**src/rtl/pulse_emitter.sv**
```systemverilog
// Pulse-filter link transmitter: turns queued pulse requests into HIGH_LEN-high / GAP_LEN-low pulses.
// Optional test aid: define PULSE_GLITCH_EN to inject a 1-cycle glitch in the gap (needs GAP_LEN>=3).
module pulse_emitter #(
    parameter int unsigned HIGH_LEN = 3,
    parameter int unsigned GAP_LEN  = 2,
    parameter int unsigned PEND_W   = 8
) (
    input  logic              clk,
    input  logic              rst_n,
    input  logic              req_valid,
    input  logic [3:0]        req_count,
    output logic              req_ready,
    output logic              line_out,
    output logic              busy,
    output logic              done,
    output logic [PEND_W-1:0] pending
);

    localparam int unsigned MAX_LEN   = (HIGH_LEN > GAP_LEN) ? HIGH_LEN : GAP_LEN;
    localparam int unsigned TMR_W     = $clog2(MAX_LEN + 1);
    localparam int unsigned READY_MAX = (2 ** PEND_W) - 1 - 15;
    localparam logic [TMR_W-1:0] HIGH_LAST = TMR_W'(HIGH_LEN - 1);
    localparam logic [TMR_W-1:0] GAP_LAST  = TMR_W'(GAP_LEN - 1);

    typedef enum logic [1:0] {
        IDLE = 2'd0,
        HIGH = 2'd1,
        GAP  = 2'd2
    } state_e;

    state_e            state_q, state_d;
    logic [TMR_W-1:0]  timer_q, timer_d;
    logic [PEND_W-1:0] pending_q, pending_d;
    logic              line_q, line_d;
    logic              busy_q, busy_d;
    logic              done_q, done_d;
    logic              accept;
    logic              dec;

    // Headroom of one max-size request keeps the counter from wrapping.
    assign req_ready = (pending_q <= PEND_W'(READY_MAX));
    assign accept    = req_valid && req_ready;
    assign dec       = (state_q == HIGH) && (timer_q == HIGH_LAST);

    always_ff @(posedge clk or negedge rst_n) begin
        if (!rst_n) begin
            state_q   <= IDLE;
            timer_q   <= '0;
            pending_q <= '0;
            line_q    <= 1'b0;
            busy_q    <= 1'b0;
            done_q    <= 1'b0;
        end else begin
            state_q   <= state_d;
            timer_q   <= timer_d;
            pending_q <= pending_d;
            line_q    <= line_d;
            busy_q    <= busy_d;
            done_q    <= done_d;
        end
    end

    // Next-state, timer and pending count; pending_d is used so a late request extends the burst.
    always_comb begin
        state_d   = state_q;
        timer_d   = timer_q;
        done_d    = 1'b0;
        pending_d = pending_q + (accept ? PEND_W'(req_count) : PEND_W'(0)) - PEND_W'(dec);

        case (state_q)
            IDLE: begin
                if (pending_d != '0) begin
                    state_d = HIGH;
                    timer_d = '0;
                end
            end
            HIGH: begin
                if (timer_q == HIGH_LAST) begin
                    state_d = GAP;
                    timer_d = '0;
                end else begin
                    timer_d = timer_q + TMR_W'(1);
                end
            end
            GAP: begin
                if (timer_q == GAP_LAST) begin
                    timer_d = '0;
                    if (pending_d != '0) begin
                        state_d = HIGH;
                    end else begin
                        state_d = IDLE;
                        done_d  = 1'b1;
                    end
                end else begin
                    timer_d = timer_q + TMR_W'(1);
                end
            end
            default: begin
                state_d = IDLE;
                timer_d = '0;
            end
        endcase

        busy_d = (state_d != IDLE);
        line_d = (state_d == HIGH);
`ifdef PULSE_GLITCH_EN
        if ((GAP_LEN >= 3) && (state_d == GAP) && (timer_d == TMR_W'(1))) begin
            line_d = 1'b1;
        end
`endif
    end

    assign line_out = line_q;
    assign busy     = busy_q;
    assign done     = done_q;
    assign pending  = pending_q;

endmodule
```
**config.mk**
```make
export PLATFORM = sky130hd
export DESIGN_NAME = pulse_emitter
export DESIGN_NICKNAME = d
export VERILOG_FILES = /design/src/rtl/pulse_emitter.sv
export SDC_FILE = /design/constraint.sdc
export NUM_CORES = 1
export LEC_CHECK = 0
export BUFFER_PORTS_ARGS = -buffer_cell sky130_fd_sc_hd__buf_2
export CELL_PAD_IN_SITES_DETAIL_PLACEMENT = 1
export CELL_PAD_IN_SITES_GLOBAL_PLACEMENT = 1
export CORE_UTILIZATION = 35
export CTS_CLUSTER_SIZE = 28
export DETAILED_ROUTE_END_ITERATION = 8
export GPL_TIMING_DRIVEN = 0
export PLACE_DENSITY = 0.72
export SLEW_MARGIN = 15
export SYNTH_ARGS = -nofsm -noshare
export SYNTH_HDL_FRONTEND = slang
export SYNTH_SLANG_ARGS = --single-unit
```
**constraint.sdc**
```tcl
create_clock -name clk -period 6.01 [get_ports clk]
set_clock_uncertainty 0.2 [all_clocks]
set_input_delay 0.601 -clock clk [delete_from_list [all_inputs] [get_ports clk]]
set_output_delay 0.601 -clock clk [all_outputs]
set_load 0.05 [all_outputs]
```
==> impl_results.md, run 1 <==
* Status: finished clean
* Fin. max-slew vios at 0
* Die ar. at roughly 3500 um2
* Cell with the most instances after synthesis: inv_1
* Final #Nets at between 150 and 200
* CTS Sinks at 15
* Initial core utilization at 0.374
* Initial antenna violation count at 0
* Wl on met1 at around 1200 um
* Port bufs at 18
* Layout cell share with drive strength beyond 1 at 0.223
* Via count at between 900 and 1,000
* GR Overflow Total at 0
* Worst-Margin Slew at approximately 0.47 ns
* Relative slew slack at 0.685
* CTS tree: done
* Post-CTS Hold Buffers at 0
* Unrepaired setup endpoints after global routing: no
* Slowest cell on the critical path: or4_1
* Drt first pass iters at 4
* Worst R2R Start: pending[0]
* WL met3 at roughly 57 um
* Fmax achieved at between 200 and 250 MHz
* IO Pins at 19
* Routed Antenna Nets at 0
* Max incr delay on CP at 0.55 ns
* Crit path max-delay family: simple AND/OR/NAND/NOR gates
* Top FF cell, synth: dfrtp_1
* Mapped Avg Cell Area at slightly below 10 um2
* Die H at 59.3 um
* Largest net degree at the start of global routing at 16
* Flops & latches, synth at 15
* Clock Tree Buf Depth at 2
* Ys Warns at 0
* Post-synth top cells: 20 x inv_1, 17 x ha_1, 15 x dfrtp_1
* First-pass GRT wire length at about 4400 um
* Setup total negative slack at 0 ns
* CP startpoint kind: register
* Launch point of the worst path: pending[0]
* Synth top area cells: dfrtp_1 33%, ha_1 18%, inv_1 6.5%
* Critical Path Sink Type: register
* GRT Util Overall at 0.168
* Post CTS Setup Buffer Count at 0
* WL/cell at 14.1 um
* Layout area overhead at 14.9%
* Crit Path Class: reg -> reg
* H-tree depth at 1
* Ys async rst share at 1.00
* Max-cap violation count at 0
* Clock transition at path regs at approximately 0.090 ns
* Final Hold Fails at 0
* Worst Path Buf+Inv at 1
* Iteration-0 DRC Markers at 13
* RePlAce Congestion at approximately 0.77
* Top sig layer: met4
* Num CTS Buffers at 3
* Clock Latency Late Sink at 0.27 ns
* Vias in the first global route at a little under 1,000
* Crit share post-route at 0.692
* Mapped Nets at between 100 and 150
* HPWL Detailed at roughly 2100 um
* Mapped Cells at around 120
* Worst hold path type: in -> async
* Total wire length at 2590 um
* EDFF count, synth at 0
* DR DRC count at 0
* FP Rows at 20
* Synth Cell Area at around 1100 um2
* Ant diodes at 0
* Clk root buf: clkbuf_4
* Synth area leader: dfrtp_1
* Synth top area share at 0.326
* Min cycle time layout at 4.16 ns
* Worst path arrival time at ~4.1 ns
* Setup violations, final at 0
* CP required at approximately 6 ns
* DR vias/cell at about 5.1
* Core Region at between 3000 and 4000 um2
* Worst-path fanout max at 7
* Unique cell type count in the Yosys netlist at 43
* Post-CTS sizing at 0
* WL met2 at ~1300 um
* Seq/Total Area, Yosys at 0.326
* Die W at around 59 um
* Critical-path cell list: or4_1, nand3_1, and2_1, nand2_1, ha_1, inv_1, ha_1, fa_1, a211o_2, nand4_1, o311ai_4, nor4_4, nand2_1, a22o_1
worst paths after layout:
kind | end | slack, ns | depth (start not counted)
max | timer_q[1] | 1.85 | 14
min | state_q[1] | 0.02 | 1
max reg2reg | timer_q[1] | 1.85 | 14
min reg2reg | pending[0] | 0.40 | 1
max in group asynchronous | pending[4] | 5.34 | 1
min in group clk | pending[0] | 0.40 | 1
layer usage:
metal,GRT usage,vias to the layer above
met1,0.205,456
met4,0.0340,0
met2,0.308,16
met5,0,-
met3,0.0284,2
li1,-,459
worst register-to-register path, stage by stage, from the launching register on:
cell,delay [ns]
dfrtp_1,0.41
or4_1,0.55
nand3_1,0.12
and2_1,0.24
nand2_1,0.08
ha_1,0.28
inv_1,0.04
ha_1,0.23
fa_1,0.42
a211o_2,0.34
nand4_1,0.15
o311ai_4,0.14
nor4_4,0.50
nand2_1,0.13
a22o_1,0.21
metrics by stage:
| stage | worst slack [ns] | utilization | std cells | hold slack [ns] | instance area, um2 |
|---|---|---|---|---|---|
| after floorplan | 1.62 | - | 117 | 0.105 | 1150 |
| after global placement | 1.91 | 0.421 | 179 | 0.327 | 1290 |
| after detailed placement | 1.83 | 0.421 | 179 | 0.332 | 1290 |
| after CTS | 1.80 | 0.429 | 183 | 0.0211 | 1320 |
| after global routing | 1.63 | 0.429 | 183 | 0.0307 | 1320 |
| final | 1.85 | 0.429 | 183 | 0.0156 | 1320 |
cells by family (layout without fill, tap and decap cells):
group / count (synthesis) / in the layout / synth area share
XOR/XNOR: 2 / 2 / 0.0152
flip-flops: 15 / 15 / 0.326
AO/OA/AOI/OAI: 31 / 31 / 0.230
AND/OR/NAND/NOR: 31 / 31 / 0.161
adder cells (fa/ha/maj): 18 / 18 / 0.202
buffers and inverters: 20 / 42 / 0.0653
area by class of cell:
class                   instances  area, um2
repair buffers                 18       90.1
well taps                      44       55.1
inverters                      20       75.1
clock buffers                   4       26.3
fillers                       367       1760
multi-input cells              82        699
flip-flops and latches         15        375
cells in the final DEF, fill, tap and decap left out, types with 2 or more instances in the layout:
cell      netlist  routed
a21boi_0        2       2
and3_1          2       2
a21oi_1         5       5
nand2_1         6       6
clkbuf_4        0       3
nor2_1          7       7
ha_1           17      17
buf_2           0      18
o211ai_1        2       2
nand2b_1        2       2
nor3b_1         2       2
xor2_1          2       2
inv_1          20      20
a211o_2         2       2
dfrtp_1        15      15
nor2b_1         2       2
o21ai_0         3       3
sequential cells by signal, indices dropped and copies added, names as in the netlist:
name      flops
line_out      1
pending       8
state_q       2
busy          1
done          1
timer_q       2
Power of run 1 is left out: the tool's default activity adds up to more than one toggle a clock period on the data nets, which glitch-free logic cannot reach.
==> inputs of run 2 (changes only) <==
--- a/config.mk
+++ b/config.mk
@@ -5,6 +5,7 @@
 export SDC_FILE = /design/constraint.sdc
 export NUM_CORES = 1
 export LEC_CHECK = 0
+export ABC_AREA = 1
 export BUFFER_PORTS_ARGS = -buffer_cell sky130_fd_sc_hd__buf_2
 export CELL_PAD_IN_SITES_DETAIL_PLACEMENT = 1
 export CELL_PAD_IN_SITES_GLOBAL_PLACEMENT = 1
@@ -12,7 +13,7 @@
 export CTS_CLUSTER_SIZE = 28
 export DETAILED_ROUTE_END_ITERATION = 8
 export GPL_TIMING_DRIVEN = 0
-export PLACE_DENSITY = 0.72
+export PLACE_DENSITY = 0.75
 export SLEW_MARGIN = 15
 export SYNTH_ARGS = -nofsm -noshare
 export SYNTH_HDL_FRONTEND = slang
==> constraint.sdc (replaced) <==
create_clock -name clk -period 4.2 [get_ports clk]
set_clock_uncertainty 0.2 [all_clocks]
set_input_delay 0.42 -clock clk [delete_from_list [all_inputs] [get_ports clk]]
set_output_delay 0.42 -clock clk [all_outputs]
set_load 0.05 [all_outputs]
==> run 2 against run 1 <==
  * Hold slack better by 0.35 ns
  * Cell count up 22%
  * Register-to-register slack worse by 1.2 ns
  * Via count up 12%
  * Sequential share of layout area down 1.4 points
  * Highest routed layer unchanged
  * Flip-flop and latch count unchanged
  * Critical endpoint is now busy
  * Worst setup slack worse by 1.2 ns
  * Routed wire length up 4.6%
  * Clock-buffer cell count unchanged
  * Non-clock buffer count up 1
  * Critical path depth up 4
  * Die area up 4.2%
==> impl_results.md, run 2 <==
* Unique cell type count in the Yosys netlist at 26
* Unrepaired setup endpoints after global routing: no
* Fmax achieved at around 280 MHz
* GR Overflow Total at 0
* Post-CTS sizing at 0
* Synth area leader: dfrtp_1
* Layout cell share with drive strength beyond 1 at 0.239
* Met3 GRT Util at 0.0405
* FP Rows at 20
* Max-cap violation count at 0
* Die W at 60.6 um
* CP required at approximately 4.2 ns
* Die H at 60.6 um
* RePlAce Congestion at 0.769
* Initial core utilization at 0.381
* Initial antenna violation count at 0
* Drt first pass iters at 4
* Synth Cell Area at approximately 1200 um2
* Worst-Margin Slew at 0.338 ns
* Routed Antenna Nets at 0
* Final #Nets at approximately 210
* CTS tree: done
* Layout area overhead at 15.7%
* Setup violations, final at 0
* Die ar. at about 3700 um2
* Busiest grt layer: met2
* CP Capture Point: busy
* Largest register FFs at 8
* GR Layer Usage met2 at 0.325
* Most common cell after layout, fill and taps aside: inv_1
* Launch point of the worst path: pending[2]
* DR DRC count at 0
* Reg2reg end: busy
* DR vias/cell at roughly 4.7
* Core Region at 3150 um2
* Worst-path fanout max at 4
* Flops & latches, synth at 15
* First-pass GRT wire length at 4750 um
* Setup total negative slack at 0 ns
* Via count at 1,046
* Top FF cell, synth: dfrtp_1
* Mapped Nets at between 150 and 200
* Worst R2R Start: pending[2]
* Clock Latency Late Sink at roughly 0.28 ns
* GRT Util Overall at 0.176
* Post-synth top cells: 40 x inv_1, 28 x nand2_1, 17 x ha_1
* Mapped Cells at between 150 and 200
* Mapped Avg Cell Area at approximately 7.6 um2
* Status: finished clean
* Final Hold Fails at 0
* WL/cell at about 12 um
* Largest net degree at the start of global routing at 16
* Port bufs at 18
* IO Pins at 19
* Crit share post-route at 0.845
* Ys Warns at 0
* Relative slew slack at 0.775
* Ys async rst share at 1.00
* Cell with the most instances after synthesis: inv_1
* Worst hold path type: in -> async
* Commonest non-fill, non-tap cells in the layout: 40 x inv_1, 28 x nand2_1, 18 x buf_2
* H-tree depth at 1
* Synth top area share at 0.313
* Num CTS Buffers at 3
* Iteration-0 DRC Markers at 23
* Clk root buf: clkbuf_4
* Fillers at between 400 and 500
* Synth top area cells: dfrtp_1 31%, ha_1 18%, inv_1 13%
* Min cycle time layout at between 3 and 4 ns
* EDFF count, synth at 0
* Total wire length at 2710 um
* CP startpoint kind: register
* Reg2reg setup slack at between 0.6 and 0.7 ns
* Clock transition at path regs at approximately 0.090 ns
* Ant diodes at 0
* HPWL Detailed at 2290 um
* Clock Tree Buf Depth at 2
* Crit Path Class: reg -> reg
* Critical Path Sink Type: register
* Vias in the first global route at between 1,000 and 1,500
* Fin. max-slew vios at 0
* CTS Sinks at 15
* R2R depth at 18
* M1 GR Usage at 0.211
* Seq/Total Area, Yosys at 0.313
* Worst path arrival time at 3.52 ns
-- run 2: logic make-up (layout without fill, tap and decap cells) --
kind of cell / after synthesis / count (layout) / share of synthesized area
and+or+nand+nor: 70 / 70 / 0.299
buffers and inverters: 42 / 65 / 0.131
adders and majority gates: 18 / 18 / 0.194
AOI/OAI and AO/OA: 11 / 11 / 0.0553
DFF: 15 / 15 / 0.313
xor gates and xnor gates: 1 / 1 / 0.00730
-- run 2: metrics by stage --
| stage | hold slack (ns) | instances | setup WS [ns] | instance area [um2] | utilization |
|---|---|---|---|---|---|
| finish | 0.363 | 224 | 0.650 | 1390 | 0.440 |
| detailed placement | 0.145 | 219 | 0.650 | 1350 | 0.429 |
| floorplan | -0.0756 | 157 | 0.134 | 1210 | - |
| global route | 0.375 | 224 | 0.343 | 1390 | 0.440 |
| global placement | 0.140 | 219 | 0.717 | 1350 | 0.429 |
| CTS | 0.365 | 224 | 0.603 | 1390 | 0.440 |
-- run 2: worst max-delay path, stage by stage, from the launching register on --
cell and delay (ns):
dfrtp_1 0.39, inv_1 0.09, nand2_1 0.07, o311ai_2 0.24
and2_1 0.25, nand2_1 0.07, ha_1 0.27, inv_1 0.04
ha_1 0.20, fa_1 0.48, or2_2 0.31, nor2_1 0.15
nand3_2 0.09, nor2_2 0.12, nand3_1 0.12, nand2_1 0.09
nand3_1 0.09, nand2_1 0.11, nand2_1 0.06
-- run 2: area by class of cell --
cell class                 count  area, um2  share of cell area
multi-input combinational    100        674               0.486
sequential                    15        375               0.270
inverter                      42        158               0.114
timing repair buffer          19        100              0.0721
tap                           44       55.1              0.0396
clock buffer                   4       26.3              0.0189
-- run 2: repair_timing --
action                    CTS  global route
buffers inserted            0             0
hold endpoints to repair   15             0
hold buffers                1             0
-- run 2: metal layers --
metal	wire length, um	part of all wire	up-vias
met4	16	0.0059	0
met1	1240	0.46	503
li1	-	-	525
met2	1370	0.51	16
met5	0	0	-
met3	79	0.029	2
-- run 2: how the worst min path moves through the flow --
| stage | startpoint | endpoint | slack, ns | cells past startpoint |
|---|---|---|---|---|
| after floorplan | rst_n | busy | -0.08 | 0 |
| after CTS | rst_n | timer_q[0] | 0.37 | 2 |
| after global routing | rst_n | timer_q[0] | 0.38 | 2 |
| after detailed placement | rst_n | timer_q[1] | 0.14 | 1 |
| final | rst_n | timer_q[1] | 0.36 | 2 |
| after global placement | rst_n | timer_q[0] | 0.14 | 1 |
Power of run 2 is left out for the same reason.
==> inputs of run 3 (changes only) <==
--- a/config.mk
+++ b/config.mk
@@ -13,7 +13,7 @@
 export CTS_CLUSTER_SIZE = 28
 export DETAILED_ROUTE_END_ITERATION = 8
 export GPL_TIMING_DRIVEN = 0
-export PLACE_DENSITY = 0.75
+export PLACE_DENSITY = 0.78
 export SLEW_MARGIN = 15
 export SYNTH_ARGS = -nofsm -noshare
 export SYNTH_HDL_FRONTEND = slang
==> constraint.sdc (replaced) <==
create_clock -name clk -period 3.05 [get_ports clk]
set_clock_uncertainty 0.2 [all_clocks]
set_input_delay 0.305 -clock clk [delete_from_list [all_inputs] [get_ports clk]]
set_output_delay 0.305 -clock clk [all_outputs]
set_load 0.05 [all_outputs]
==> run 3 against run 2 <==
  * The run now ends with negative setup slack left
  * Flip-flop and latch count unchanged
  * Clock-buffer cell count shrank 1
  * Global-route usage increased by 1.1 points
  * Routed wire length rose by 18%
  * Hold slack got worse by 0.11 ns
  * Sequential share of layout area is 3.2 points lower
  * Via count rose by 2.3%
  * Die area is the same
  * Maximum frequency rose by 9.9%
  * Largest cell class unchanged
==> impl_results.md, run 3 (synthesis results as in run 2) <==
* CTS tree: done
* Layout cell share with drive strength beyond 1 at 0.420
* Largest register FFs at 8
* Clock Tree Buf Depth at 2
* Most common cell after layout, fill and taps aside: inv_1
* Setup total negative slack at -1.01 ns
* Via count at 1,070
* GR Overflow Total at 0
* Critical-path cell list: inv_2, nand2_2, o311ai_4, and2_4, buf_6, nand2_4, ha_4, inv_2, fa_2, or2_4, nor2_4, nand3_2, nor2_4, nand3_2, nand2_2, nand3_2, nand2_2, nand2_1
* Fin worst setup slack at -0.181 ns
* Crit Path Class: reg -> reg
* DR DRC count at 0
* Final Hold Fails at 0
* FP Rows at 20
* Commonest non-fill, non-tap cells in the layout: 36 x inv_1, 22 x nand2_1, 18 x buf_2
* IO Pins at 19
* Slowest cell on the critical path: fa_2
* Worst-path fanout max at 3
* Max incr delay on CP at about 0.47 ns
* Max-cap violation count at 0
* Largest net degree at the start of global routing at 16
* DP Worst Slack at -0.341 ns
* WL/cell at ~14 um
* Setup violations, final at 7
* Worst hold path type: in -> async
* Crit path max-delay family: simple AND/OR/NAND/NOR gates
* Port bufs at 18
* Worst path arrival time at around 3.2 ns
* DR vias/cell at about 4.6
* HPWL Detailed at roughly 2300 um
* Worst Path Buf+Inv at 3
* Relative slew slack at 0.755
* Iteration-0 DRC Markers at 10
* Clock transition at path regs at approximately 0.1 ns
* Num CTS Buffers at 3
* Clk root buf: clkbuf_4
* Worst-Margin Slew at 0.368 ns
* H-tree depth at 1
* RePlAce Congestion at 0.831
* Initial core utilization at 0.381
* Min cycle time layout at around 3.2 ns
* GRT Util Overall at 0.187
* Critical Path Sink Type: register
* CTS Sinks at 15
* Drt first pass iters at 4
* Core Region at approximately 3200 um2
* Layout area overhead at 32.8%
* Fin. max-slew vios at 0
* Fillers at approximately 400
* Status: finished, violations left
* Vias in the first global route at about 1,100
* Ant diodes at 0
* Die ar. at between 3000 and 4000 um2
* Final #Nets at approximately 210
* Clock Latency Late Sink at around 0.29 ns
* Die W at 60.6 um
* First-pass GRT wire length at 5020 um
* Fmax achieved at 309 MHz
* Die H at a little over 60 um
* Total wire length at approximately 3200 um
* Crit share post-route at 1.06
* Failing checks: negative setup slack
* Unrepaired setup endpoints after global routing: yes
* Initial antenna violation count at 0
* CP startpoint kind: register
* Routed Antenna Nets at 0
* CP required at 3.04 ns
run 3: worst register-to-register path: cells and delay by family (launching register included):
family,cells,cell delay (ns)
adders and majority gates,2,0.72
DFF,1,0.42
and+or+nand+nor,12,1.33
AOI/OAI and AO/OA,1,0.23
buffers and inverters,3,0.23
run 3: routing by layer:
metal / part of all wire / vias up / track usage
li1: - / 540 / -
met1: 0.43 / 515 / 0.219
met2: 0.55 / 13 / 0.364
met3: 0.019 / 2 / 0.0213
met4: 0.0041 / 0 / 0.0390
met5: 0 / - / 0
run 3: path summary, 6_finish.rpt:
path | endpoint | cells after the start | from | slack [ns]
min in group clk | timer_q[1] | 2 | timer_q[1] | 0.38
min reg2reg | timer_q[1] | 2 | timer_q[1] | 0.38
min | pending[0] | 2 | rst_n | 0.25
max | busy | 18 | pending[1] | -0.18
max reg2reg | busy | 18 | pending[1] | -0.18
max in group asynchronous | state_q[1] | 2 | rst_n | 2.11
run 3: per-stage QoR:
stage | cells | cell area (um2) | hold WS, ns | util
2_1_floorplan | 157 | 1240 | -0.191 | -
3_3_place_gp | 219 | 1390 | 0.0351 | 0.440
3_5_place_dp | 219 | 1390 | 0.0422 | 0.440
4_1_cts | 231 | 1560 | 0.253 | 0.496
5_1_grt | 232 | 1590 | 0.267 | 0.506
6_report | 232 | 1590 | 0.252 | 0.506
run 3: repair_timing:
action	CTS	global route
resized for setup	18	7
buffers inserted	7	1
pin swaps	15	3
setup endpoints to repair	7	7
hold buffers	1	0
hold endpoints to repair	15	0
run 3: area by class of cell:
type / count / area [um2] / share of cell area
timing repair buffer: 27 / 168 / 0.105
tap: 44 / 55.1 / 0.0345
inverter: 42 / 158 / 0.0989
clock buffer: 3 / 22.5 / 0.0141
clock inverter: 1 / 5.00 / 0.00314
sequential: 15 / 380 / 0.239
multi-input combinational: 100 / 806 / 0.505
Power of run 3 is left out for the same reason.
